### src/rtl/vram_arb.sv
// Video RAM initiator: arbitrates video fetch vs. host register accesses onto a
// single-port 16-bit VRAM and returns read data with a fixed 3-cycle latency.
module vram_arb #(
    parameter int unsigned MAX_HOST_WAIT = 4
) (
    input  logic        clk,
    input  logic        reset_n,

    input  logic        vid_req,
    input  logic [15:0] vid_addr,
    output logic        vid_ack,
    output logic        vid_data_valid,
    output logic [15:0] vid_data,

    input  logic        host_req,
    input  logic        host_wr,
    input  logic [15:0] host_addr,
    input  logic [15:0] host_wdata,
    output logic        host_busy,
    output logic        host_rd_valid,
    output logic [15:0] host_rdata,

    output logic        vram_sel,
    output logic        vram_wr_en,
    output logic [15:0] vram_addr,
    output logic [15:0] vram_wdata,
    input  logic [15:0] vram_rdata
);

    localparam logic [3:0] WAIT_MAX = 4'(MAX_HOST_WAIT);

    typedef enum logic {
        HOST_IDLE,
        HOST_PEND
    } host_state_t;

    host_state_t host_state, host_state_nxt;
    logic [3:0]  wait_cnt, wait_cnt_nxt;
    logic        pend_wr;
    logic [15:0] pend_addr;
    logic [15:0] pend_wdata;

    logic        pending;
    logic        force_host;
    logic        grant_vid;
    logic        grant_host;
    logic        accept;

    logic [1:0]  vid_tag;
    logic [1:0]  host_tag;

    // Grant and host-request state; a request latched this cycle only shows
    // up as pending next cycle, so it can never win its own accept cycle.
    always_comb begin
        pending        = (host_state == HOST_PEND);
        force_host     = pending && (wait_cnt == WAIT_MAX);
        grant_vid      = vid_req && !force_host;
        grant_host     = pending && !grant_vid;
        accept         = host_req && !pending;
        host_state_nxt = host_state;
        wait_cnt_nxt   = wait_cnt;
        case (host_state)
            HOST_IDLE: begin
                wait_cnt_nxt = '0;
                if (host_req) host_state_nxt = HOST_PEND;
            end
            HOST_PEND: begin
                if (grant_host) begin
                    host_state_nxt = HOST_IDLE;
                    wait_cnt_nxt   = '0;
                end else if (wait_cnt != WAIT_MAX) begin
                    wait_cnt_nxt = wait_cnt + 4'd1;
                end
            end
            default: begin
                host_state_nxt = HOST_IDLE;
                wait_cnt_nxt   = '0;
            end
        endcase
    end

    assign vid_ack   = grant_vid && reset_n;
    assign host_busy = pending;

    always_ff @(posedge clk or negedge reset_n) begin
        if (!reset_n) begin
            host_state <= HOST_IDLE;
            wait_cnt   <= '0;
            pend_wr    <= 1'b0;
            pend_addr  <= '0;
            pend_wdata <= '0;
        end else begin
            host_state <= host_state_nxt;
            wait_cnt   <= wait_cnt_nxt;
            if (accept) begin
                pend_wr    <= host_wr;
                pend_addr  <= host_addr;
                pend_wdata <= host_wdata;
            end
        end
    end

    // VRAM slot: address/data hold through idle slots.
    always_ff @(posedge clk or negedge reset_n) begin
        if (!reset_n) begin
            vram_sel   <= 1'b0;
            vram_wr_en <= 1'b0;
            vram_addr  <= '0;
            vram_wdata <= '0;
        end else begin
            vram_sel   <= grant_vid || grant_host;
            vram_wr_en <= grant_host && pend_wr;
            if (grant_vid) begin
                vram_addr <= vid_addr;
            end else if (grant_host) begin
                vram_addr  <= pend_addr;
                vram_wdata <= pend_wdata;
            end
        end
    end

    // Read tags ride alongside the slot; rdata arrives two cycles after grant.
    always_ff @(posedge clk or negedge reset_n) begin
        if (!reset_n) begin
            vid_tag        <= '0;
            host_tag       <= '0;
            vid_data_valid <= 1'b0;
            vid_data       <= '0;
            host_rd_valid  <= 1'b0;
            host_rdata     <= '0;
        end else begin
            vid_tag        <= {vid_tag[0], grant_vid};
            host_tag       <= {host_tag[0], grant_host && !pend_wr};
            vid_data_valid <= vid_tag[1];
            host_rd_valid  <= host_tag[1];
            if (vid_tag[1])  vid_data   <= vram_rdata;
            if (host_tag[1]) host_rdata <= vram_rdata;
        end
    end

    a_wr_implies_sel: assert property (@(posedge clk) disable iff (!reset_n)
        vram_wr_en |-> vram_sel);
    a_one_winner: assert property (@(posedge clk) disable iff (!reset_n)
        !(grant_vid && grant_host));

endmodule

### config.mk
export PLATFORM = sky130hd
export DESIGN_NAME = vram_arb
export DESIGN_NICKNAME = d
export VERILOG_FILES = /design/src/rtl/vram_arb.sv
export SDC_FILE = /design/constraint.sdc
export NUM_CORES = 1
export LEC_CHECK = 0
export CAP_MARGIN = 15
export CORE_UTILIZATION = 29
export CTS_CLUSTER_DIAMETER = 40
export DETAILED_ROUTE_END_ITERATION = 16
export GPL_ROUTABILITY_DRIVEN = 0
export PLACE_DENSITY = 0.54
export SYNTH_ARGS = -nofsm -noshare
export SYNTH_HDL_FRONTEND = slang
export SYNTH_SLANG_ARGS = --single-unit
export TNS_END_PERCENT = 20
### constraint.sdc
create_clock -name clk -period 2.5 [get_ports clk]
set_clock_uncertainty 0.15 [all_clocks]
set_input_delay 0.25 -clock clk [delete_from_list [all_inputs] [get_ports clk]]
set_output_delay 0.25 -clock clk [all_outputs]
set_load 0.03 [all_outputs]
## Yosys cells after proc, flatten, opt, wreduce, memory -nomap -nowiden

Cells that the tools add are included.

| cells by class | value |
|---|---|
| add/subtract/negate cells | 1 |
| equality and inequality tests | 3 |
| mux-type cells | 8 |
| bitwise gates (word level) | 2 |
| reduce and logical (&&, ||, !) cells | 14 |

Operators with widths:

| cell | count |
|---|---|
| $mux W16 | 2 |
| $mux W4 | 2 |
| $pmux W4 S2 | 1 |
| $logic_and A1 B1 Y1 | 7 |
| $add A4 B1 Y4 const B | 1 |
| $eq A4 B3 Y1 const B | 1 |
| $logic_not A1 Y1 | 4 |
| $ne A4 B3 Y1 const B | 1 |
| $ne A3 B1 Y1 const B | 1 |
| $mux W1 | 2 |
| $not A1 Y1 | 2 |
| $pmux W1 S2 | 1 |
| $reduce_and A2 Y1 | 1 |
| $reduce_bool A2 Y1 | 1 |
| $logic_or A1 B1 Y1 | 1 |

| word-level totals | value |
|---|---|
| register bits after elaboration | 110 |

## Depth between registers and ports, before layout

Gate-level depths: netlist of run 1.

| logic depth | value |
|---|---|
| depth in word-level cells | 8 |
| mapped depth | 6 |
| depth with buffers taken out | 5 |

## Worst setup path before layout of run 1

Ideal clock, no wire load.

| timing path | value |
|---|---|
| path kind | register to register |
| start point | register host_state (netlist: host_busy) |
| end point | register vram_addr[10] |
| library setup time | 0.125 ns |
| arrival time | 1.532 ns |
| setup slack | 0.694 ns |
| stages on the path, launching flop included | 6 |
| buffers on the path | 2 |
| cell sequence | dfrtp_1 clkbuf_8 nand4b_1 nand2_2 buf_6 mux2_2 |

| on the way | value |
|---|---|
| cells in the longest elaborated chain, start to end | 6 |
| elaborated cells between the ends (all ways) | 7 |
| classes of those cells | mux (1); reduce/logical (6) |

Ends and longest elaborated chain:

| what | RTL line | text |
|---|---|---|
| start: declaration | 37 | `host_state_t host_state, host_state_nxt;` |
| start signal: assignment | 93 | `host_state <= host_state_nxt;` |
| $logic_and A1 B1 Y1 | 56 | `force_host = pending && (wait_cnt == WAIT_MAX);` |
| $logic_not A1 Y1 | 57 | `grant_vid = vid_req && !force_host;` |
| $logic_and A1 B1 Y1 | 57 |  |
| $logic_not A1 Y1 | 58 | `grant_host = pending && !grant_vid;` |
| $logic_and A1 B1 Y1 | 58 |  |
| $reduce_bool A2 Y1 (no line) | - |  |
| end signal: assignment | 114 | `vram_addr <= vid_addr;` |
| end signal: assignment | 116 | `vram_addr <= pend_addr;` |
| end: declaration | 25 | `output logic [15:0] vram_addr,` |

Parallel ways exist; a longest one is shown, timed or not.
A chain may end at the register's enable or synchronous reset.

## Final worst setup path of run 1

| timing path | value |
|---|---|
| start point | register host_state (netlist: host_busy) |
| end point | output host_busy |

RTL lines:

| what | RTL line | text |
|---|---|---|
| end: declaration | 19 | `output logic host_busy,` |

No word-level cell between the ends.

==> metrics.txt, run 1 <==
outcome=finished, final reports clean; Leak Pwr=0.002576 uW; RSZ-0062 raised after global routing=no; GR Overflow Total=0; GRT Total Usage=12.34%; R2R Path End=vram_wdata[3]; Clock Root Buffer=clkbuf_16; Distinct cells, synth=25; max cap viols=0; most frequent cells in the layout=136 x clkdlybuf4s50_1, 110 x dfrtp_1, 105 x mux2_2; std cell rows=between 40 and 50; Worst Hold Path EP=vid_tag[1]; final setup margin=~0.49 ns; CP Data Arrival Time=roughly 1.6 ns; critical path class=reg -> out; # Post-CTS Setup Buffers=0; hold path start=vid_tag[0]; Seq cells post-synth=110; hold path cells=0; crit start category=register; main flop type after synthesis=dfrtp_1; most common cell after layout, fill and taps aside=clkdlybuf4s50_1; Post-Syn Instances=259; Crit path required time=2.10 ns; Skew-Pair Late Insertion Delay=0.34 ns; Horiz. Die Dim=124.1 um; fmax=496.7 MHz; 1st-pass router iterations=4; share of cells above drive strength 1=34.40%; internal reg-to-reg setup slack=0.62 ns; WL final=about 9000 um; starting density of the core=about 30%; core box area=14530 um2; worst rel slew slack=48.90%; # port buffers=about 140; Place WS=0.5866 ns; period utilization=80.53%; Net Count, Synth=330; crit-path leading delay family=buffers and inverters; DRC Markers=0; PwrDens=974.8 nW/um2; antenna violations before repair=0; Hold Crit Class=reg -> reg; DR vias=2587; fillcell total=1345; Post-synth EDFFs=0; post-synthesis sequential area ratio=63.71%; CTS clk-pin slew, worst paths=0.07 ns; measured slew at the worst slew-check pin=0.7666 ns; Ports=approximately 140; Antenna Violating Nets Remaining=0; slowest CP cell=clkdlybuf4s50_1; Pins Over Slew Limit=0; largest net degree at the start of global routing=approximately 110; r2r worst-path depth=6; Mapped Area=between 4000 and 5000 um2; Die ar.=15390 um2; htree depth=3; Worst Setup End Kind=output pin; synth-to-layout area growth=44.11%; Period minus WS final=about 2.0 ns; worst path cell trace=clkdlybuf4s50_1; antenna cells=0; CP peak stage delay=0.74 ns; Die Height=between 100 and 150 um; reg2reg start=wait_cnt[0]; asr flop ratio synth=100.0%; buffers and inverters on the worst path=1; DR iter-0 viols=90; CTS tree=built; Final setup viols=0; post-route setup TNS=0 ns; Final Hold Viols=0; number of global-route vias before repair=2705; first-pass GRT wire length=approximately 14000 um; Sink Count=110; VDD IR max=0.0005226 V; syn_area_per_cell=16.68 um2; via/cell ratio=4.377; HPWL Detailed=6196 um; Final nets=473; clock buffer depth=2; CP max FO=8; synthesis warning total=0; cts bufs inserted=9; WL/cell=~15 um
[worst max path at each step]
stage / start / end / slack [ns] / cells after the start
global placement: vid_req / vram_wdata[15] / 0.63 / 4
finish: host_busy / host_busy / 0.49 / 1
global route: host_busy / host_busy / 0.40 / 1
detailed placement: vid_req / vram_wdata[0] / 0.59 / 4
CTS: host_busy / host_busy / 0.45 / 1
floorplan: host_busy / vram_addr[10] / 0.69 / 5
[sequential cells by signal, summed over array words and instances (netlist names)]
| signal | count |
|---|---|
| host_busy | 1 |
| vid_data | 16 |
| pend_addr | 16 |
| pend_wr | 1 |
| vram_wdata | 16 |
| vram_addr | 16 |
| vid_tag | 2 |
| host_tag | 2 |
| vid_data_valid | 1 |
| wait_cnt | 4 |
| pend_wdata | 16 |
| vram_sel | 1 |
| host_rdata | 16 |
| vram_wr_en | 1 |
| host_rd_valid | 1 |
[area by class of cell]
| class | instances | area (um2) | area share, % |
|---|---|---|---|
| Clock inverter | 6 | 86.33 | 1.387 |
| Timing Repair Buffer | 144 | 1449 | 23.27 |
| Tap cell | 184 | 230.2 | 3.698 |
| Sequential cell | 110 | 2753 | 44.21 |
| Multi-Input combinational cell | 133 | 1464 | 23.51 |
| Inverter | 4 | 15.01 | 0.2412 |
| Clock buffer | 10 | 229.0 | 3.678 |
[cells in the mapped netlist (all sizes together), types with 2 or more instances]
cell type / n / share of area, %
buf: 9 / 1.6
inv: 4 / 0.35
ha: 2 / 0.58
mux2: 113 / 30
clkbuf: 3 / 0.49
nor2: 4 / 0.35
nand3: 2 / 0.23
dfrtp: 110 / 64
[through the flow]
step	util [%]	total power (uW)	hold slack, ns	instances	area [um2]
floorplan	-	3690	-0.1956	259	4320
global placement	40.60	4592	0.1826	574	5901
detailed placement	40.60	4618	0.1864	574	5901
CTS	42.84	6176	0.2038	591	6226
global route	42.84	6401	0.2115	591	6226
finish	42.84	6069	0.2002	591	6226
[kinds of logic (layout without fill, tap and decap cells)]
kind of cell / count (synthesis) / count (layout) / synth area share, %
AND/OR/NAND/NOR: 15 / 15 / 2.288
multiplexers: 113 / 113 / 30.15
AO/OA/AOI/OAI: 1 / 1 / 0.4345
buffers and inverters: 16 / 164 / 2.433
flip-flops: 110 / 110 / 63.71
adder cells (fa/ha/maj): 2 / 2 / 0.5791
XOR/XNOR: 2 / 2 / 0.4055
[layer usage]
| layer | global-route usage (%) | part of all wire (%) | vias to the layer above | wire length [um] |
|---|---|---|---|---|
| li1 | - | - | 1188 | - |
| met1 | 15.84 | 46 | 1295 | 4142 |
| met2 | 18.78 | 45 | 97 | 4019 |
| met3 | 5.586 | 8.4 | 7 | 761 |
| met4 | 3.125 | 0.98 | 0 | 88 |
| met5 | 0 | 0 | - | 0 |
[power by group]
group | internal, uW | total, uW | switching (uW)
sequential | 2220 | 2470 | 253
clock | 877 | 1510 | 636
combinational | 1080 | 2080 | 1010
[what timing repair did]
item / CTS / global route
hold endpoints to repair: 110 / 0
resized for setup: 0 / 0
hold buffers: 1 / 0
setup endpoints to repair: 0 / 0
(Power assumes the default switching activity.)
==> run 2: changes to the inputs <==
Clock period 2.5 ns to 1.95 ns, I/O delays scaled along.
==> metrics.txt, run 2 (synthesized netlist as in run 1, its figures left out) <==
outcome=finished, final reports clean; most frequent cells in the layout=135 x clkdlybuf4s50_1, 110 x dfrtp_1, 105 x mux2_2; Crit path required time=1.60 ns (-0.50 ns); critical path class=reg -> out; switching part of the total power=31.12% (-0.10 points); Sink Count=110 (unchanged); Horiz. Die Dim=124.1 um (unchanged); cts bufs inserted=9 (unchanged); Non-Filler Instances=598 (+1.2%); period utilization=96.31%; starting density of the core=29.73% (unchanged); first-pass GRT wire length=14170 um (+0.98%); clock power share=25.2% (+0.3 points); DRC Markers=0 (unchanged); worst rel slew slack=58.09% (+9.2 points); fillcell total=1353 (+0.59%); clock buffer depth=2 (unchanged); max cap viols=0 (unchanged); Reg power frac=40.0% (-0.8 points); CP Data Arrival Time=1.53 ns (-0.08 ns); fmax=532.5 MHz; HPWL Detailed=6373 um (+2.9%); htree depth=3 (unchanged); Gate power share=34.8% (+0.5 points); Hold Crit Class=reg -> reg; Leak Pwr=0.002617 uW (+1.6%); Final setup viols=0 (unchanged); Antenna Violating Nets Remaining=0 (unchanged); crit start category=register; CP max FO=4 (-4); sw power=2449 uW (+29%); Worst Setup End Kind=output pin; Die ar.=15390 um2 (unchanged); via/cell ratio=4.373 (-0.10%); DR vias=2615 (+1.1%); measured slew at the worst slew-check pin=0.6287 ns (-0.1378 ns); Ports=139 (unchanged); VDD IR max=0.0005128 V (-1.9%); slowest CP cell=dfrtp_1; Pwr Total=7868 uW (+30%); share of cells above drive strength 1=35.99% (+1.6 points); # port buffers=138 (unchanged); GR Overflow Total=0 (unchanged); antenna cells=0 (unchanged); most common cell after layout, fill and taps aside=clkdlybuf4s50_1; CP peak stage delay=0.41 ns (-0.33 ns); Pins Over Slew Limit=0 (unchanged); core box area=14530 um2 (unchanged); synth-to-layout area growth=46.42%; WL final=9196 um (+2.0%); Cells after DPL=580 (+1.0%); number of global-route vias before repair=2713 (+0.30%); 1st-pass router iterations=3 (-1); Skew-Pair Late Insertion Delay=0.34 ns (about the same); GRT Total Usage=12.48% (+0.14 points); CTS tree=built; Placed Area=5981 um2 (+1.4%); Pint=5419 uW (+30%); Clock Root Buffer=clkbuf_16; DR iter-0 viols=89 (-1.1%); PwrDens=1244 nW/um2 (+28%); CTS clk-pin slew, worst paths=0.07 ns (about the same); std cell rows=44 (unchanged); worst path cell trace=inv_1 > ha_2 > nand4b_1 > and3_1 > buf_4; Period minus WS final=1.878 ns; antenna violations before repair=1 (+1); largest net degree at the start of global routing=111 (unchanged); Final nets=480 (+1.5%); WL/cell=15.38 um (+0.85%); Final Hold Viols=0 (unchanged); Final Util=43.53% (+0.69 points); Die Height=124.1 um (unchanged); Finished Cell Area=6326 um2 (+1.6%)
[run 2: changes by cell type in the layout (fill, tap and decap cells not counted)]
cell,before,now
clkbuf_8,0,1
ha_1,2,1
clkinv_2,2,0
clkdlybuf4s50_1,136,135
clkinvlp_4,1,3
buf_12,2,5
ha_2,0,1
buf_4,5,10
clkinv_4,1,0
[run 2: power by group through the flow]
| stage | logic [uW] | clock network (uW) | registers (uW) |
|---|---|---|---|
| global route | 2910 | 2170 | 3220 |
| CTS | 2770 | 2050 | 3160 |
| global placement | 2740 | 0 | 3180 |
| detailed placement | 2760 | 0 | 3200 |
| finish | 2740 | 1990 | 3140 |
| floorplan | 782 | 0 | 3950 |
[run 2: worst max-delay path, delay by kind of cell (launching register included)]
| kind | cells | cell delay [ns] |
|---|---|---|
| flops | 1 | 0.41 |
| fa+ha+maj | 1 | 0.20 |
| simple gates | 2 | 0.34 |
| buf+inv | 2 | 0.24 |
[run 2: what timing repair did]
item / in CTS / in global routing
hold buffers: 1 / 0
endpoints found under the setup margin: 0 / 1
resized for setup: 0 / 1
setup buffers: 0 / 1
hold endpoints to repair: 110 / 0
[run 2: layer usage]
layer  vias to the layer above  global-route usage, %  routed length, um  share of wire (%)
met2                        97                  18.40               4081                 44
met3                        13                  4.029                695                7.6
met5                         -                      0                  0                  0
li1                       1200                      -                  -                  -
met1                      1305                  16.44               4246                 46
met4                         0                  6.027                172                1.9
[run 2: layout make-up]
cell class / instances / area (um2) / area share (%)
clock buffer: 11 / 242.7 / 3.837
clock inverter: 5 / 82.58 / 1.305
sequential: 110 / 2753 / 43.51
timing repair buffer: 151 / 1536 / 24.29
tap: 184 / 230.2 / 3.639
inverter: 4 / 15.01 / 0.2373
multi-input combinational: 133 / 1466 / 23.18
[run 2: through the flow]
step | hold WS, ns | setup WS (ns) | setup TNS, ns
global route | 0.2160 | -0.006611 | -0.006611
detailed placement | 0.1896 | 0.1749 | 0
floorplan | -0.2506 | 0.1436 | 0
global placement | 0.1815 | 0.2067 | 0
finish | 0.2005 | 0.07198 | 0
CTS | 0.2057 | 0.02900 | 0
[run 2: path summary, 6_finish.rpt]
| path | from | endpoint | slack (ns) | cells after the start |
|---|---|---|---|---|
| min in group asynchronous | reset_n | vid_data[2] | 0.33 | 3 |
| max in group asynchronous | reset_n | wait_cnt[1] | 0.80 | 3 |
| setup reg to reg | wait_cnt[0] | vram_addr[11] | 0.13 | 7 |
| hold / removal | host_tag[0] | host_tag[1] | 0.20 | 0 |
| setup / recovery | wait_cnt[0] | vid_ack | 0.07 | 5 |
| hold reg to reg | host_tag[0] | host_tag[1] | 0.20 | 0 |
==> edit: new RTL, config.mk and constraints of run 2 <==
Make the reset (`reset_n`) synchronous in 3 clocked blocks.
--- a/src/rtl/vram_arb.sv
+++ b/src/rtl/vram_arb.sv
@@ -84,3 +84,3 @@
 
-    always_ff @(posedge clk or negedge reset_n) begin
+    always_ff @(posedge clk) begin
         if (!reset_n) begin
@@ -103,3 +103,3 @@
     // VRAM slot: address/data hold through idle slots.
-    always_ff @(posedge clk or negedge reset_n) begin
+    always_ff @(posedge clk) begin
         if (!reset_n) begin
@@ -122,3 +122,3 @@
     // Read tags ride alongside the slot; rdata arrives two cycles after grant.
-    always_ff @(posedge clk or negedge reset_n) begin
+    always_ff @(posedge clk) begin
         if (!reset_n) begin
Formal check against the unedited RTL: differs if reset_n is asserted again (counterexample within 4 cycles, from zero or initial values and one cycle with reset_n low); with reset_n held inactive, the same outputs for 10 cycles.
==> edit against run 2 <==
- final area shrank 2.4%
- synthesized area shrank 0.38%
- non-clock buffer count grew 4
- setup slack lost 0.0031 ns
- sequential cell count is the same
- wire length grew 18%
- synthesized cell count grew 74%
- cell count grew 29%
Power is not compared: it rests on default switching activity, and its combinational part moved more than twofold at a synthesized area within 25%.
==> edit: results (changes against run 2) <==
drt first pass iters=4 (+1); top sig layer=met4; clk buf depth=2 (unchanged); clock buffer count from CTS=9 (unchanged); CTS H-tree depth=3 (unchanged); via density per instance=4.43 (+1.4%); Least-Margin Pin Slew=0.554 ns (-0.0750 ns); reg2reg path depth=7 (unchanged); CP Max Fanout=4 (unchanged); post-place setup slack=-0.00636 ns (-0.181 ns); multiplexer share of the synthesized area=15.3% (-15 points); most frequent cells after synthesis=nand2_1 (117), dfxtp_1 (110), mux2i_1 (48), nor2b_1 (32), a21boi_0 (27); slowest stage delay, CP=0.38 ns (-0.03 ns); Synth Area in XOR/XNOR=0.407% (+0.0015 points); Distinct cells, synth=32 (+28%); DP Wirelength=7360 um (+15%); syn nets=522 (+58%); Post-synth ARST share=0% (-100 points); adder-cell area share of the yosys netlist=0.581% (+0.0022 points); worst skew pair latency=0.34 ns (about the same); R2R Path End=vram_addr[4]; Fillers=1449 (+7.1%); Hold Path Class=in2reg; met2 wire len=5070 um (+24%); nets=653 (+36%); complex-gate fraction of the synthesized area=8.37% (+7.9 points); crit path capture=vid_ack; GRT Overall Usage=14.3% (+1.8 points); fmax=532 MHz (-0.17%); Peak VDD IR=0.410 mV; cells taking the most area after synthesis=dfxtp_1 (51%), mux2i_1 (11%), nand2_1 (10%); crit path launch=wait_cnt[0]; largest net degree at the start of global routing=140 (+26%); drt wl/cell=14.1 um (-8.3%); status=complete, no violations; placed cell area=0.00587 sq mm (-1.8%); cell leakage power=~2.2 nW; wire length on met3=769 um (+11%); critical path data arrival time=around 1.5 ns; R2R setup slack=0.18 ns (+0.05 ns); vias in the first global route=3405 (+26%); Seq/Total Area, Yosys=51.2% (-13 points); Worst-path clk slew=0.07 ns (about the same); top_reg_cell synth=dfxtp_1; met1 WL=4840 um (+14%); Root Driver=clkbuf_16; n_diodes=0 (unchanged); initial antenna violation count=0 (-1); layout cells sized above 1=8.53% (-27 points); Max stage delay cell, worst path=dfxtp_1; global-route wire length before repair=16600 um (+17%); First DRT Iteration DRCs=172 (+93%); port buffer count=138 (unchanged)
==> edit: critical path, delay by kind of cell (launching register included) <==
family	cells	cell delay (ns)
buf+inv	2	0.25
fa+ha+maj	1	0.21
flops	1	0.38
simple gates	2	0.36
==> edit: per-stage QoR <==
stage / instances / util [%]
6_report: 770 / 42.5
5_1_grt: 770 / 42.5
4_1_cts: 767 / 42.2
3_5_place_dp: 752 / 40.4
3_3_place_gp: 752 / 40.4
2_1_floorplan: 451 / -
==> edit: area by class of cell <==
class | instances | area, sq um | area share [%]
Timing Repair Buffer | 155 | 1550 | 25.1
Tap cell | 184 | 230 | 3.73
Clock inverter | 1 | 5.00 | 0.0810
Clock buffer | 14 | 264 | 4.27
Multi-Input combinational cell | 302 | 1900 | 30.8
Inverter | 4 | 17.5 | 0.284
Sequential cell | 110 | 2200 | 35.7
==> edit: how the worst min path moves through the flow <==
| stage | start | slack, ns | endpoint | cells after the start |
|---|---|---|---|---|
| after floorplan | host_wdata[10] | 0.18 | pend_wdata[10] | 2 |
| after global placement | vid_tag[0] | 0.27 | vid_tag[1] | 1 |
| after detailed placement | host_tag[0] | 0.28 | host_tag[1] | 1 |
| after CTS | host_wr | 0.23 | pend_wr | 3 |
| after global routing | host_addr[6] | 0.25 | pend_addr[6] | 3 |
| final | reset_n | 0.24 | vram_addr[3] | 4 |
==> edit: where the power goes <==
part	switching, mW	total, mW	internal (mW)
sequential	0.0458	2.38	2.34
clock	0.780	1.71	0.930
combinational	0.327	0.676	0.349
==> edit: logic make-up (layout without fill, tap and decap cells) <==
| kind of cell | after synthesis | in the layout |
|---|---|---|
| flip-flops | 110 | 110 |
| multiplexers | 64 | 64 |
| buffers and inverters | 39 | 174 |
| XOR/XNOR | 2 | 2 |
| AO/OA/AOI/OAI | 52 | 52 |
| adder cells (fa/ha/maj) | 2 | 2 |
| AND/OR/NAND/NOR | 182 | 182 |
==> edit: timing repair <==
item,CTS,global route
setup buffers,0,3
gates cloned,0,0
gates resized for setup,5,1
endpoints found under the setup margin,1,7
==> edit: metal layers <==
layer / track usage, % / vias up
met5: 0 / -
met1: 16.3 / 1543
met3: 5.13 / 15
li1: - / 1755
met2: 24.2 / 101
met4: 5.72 / 0
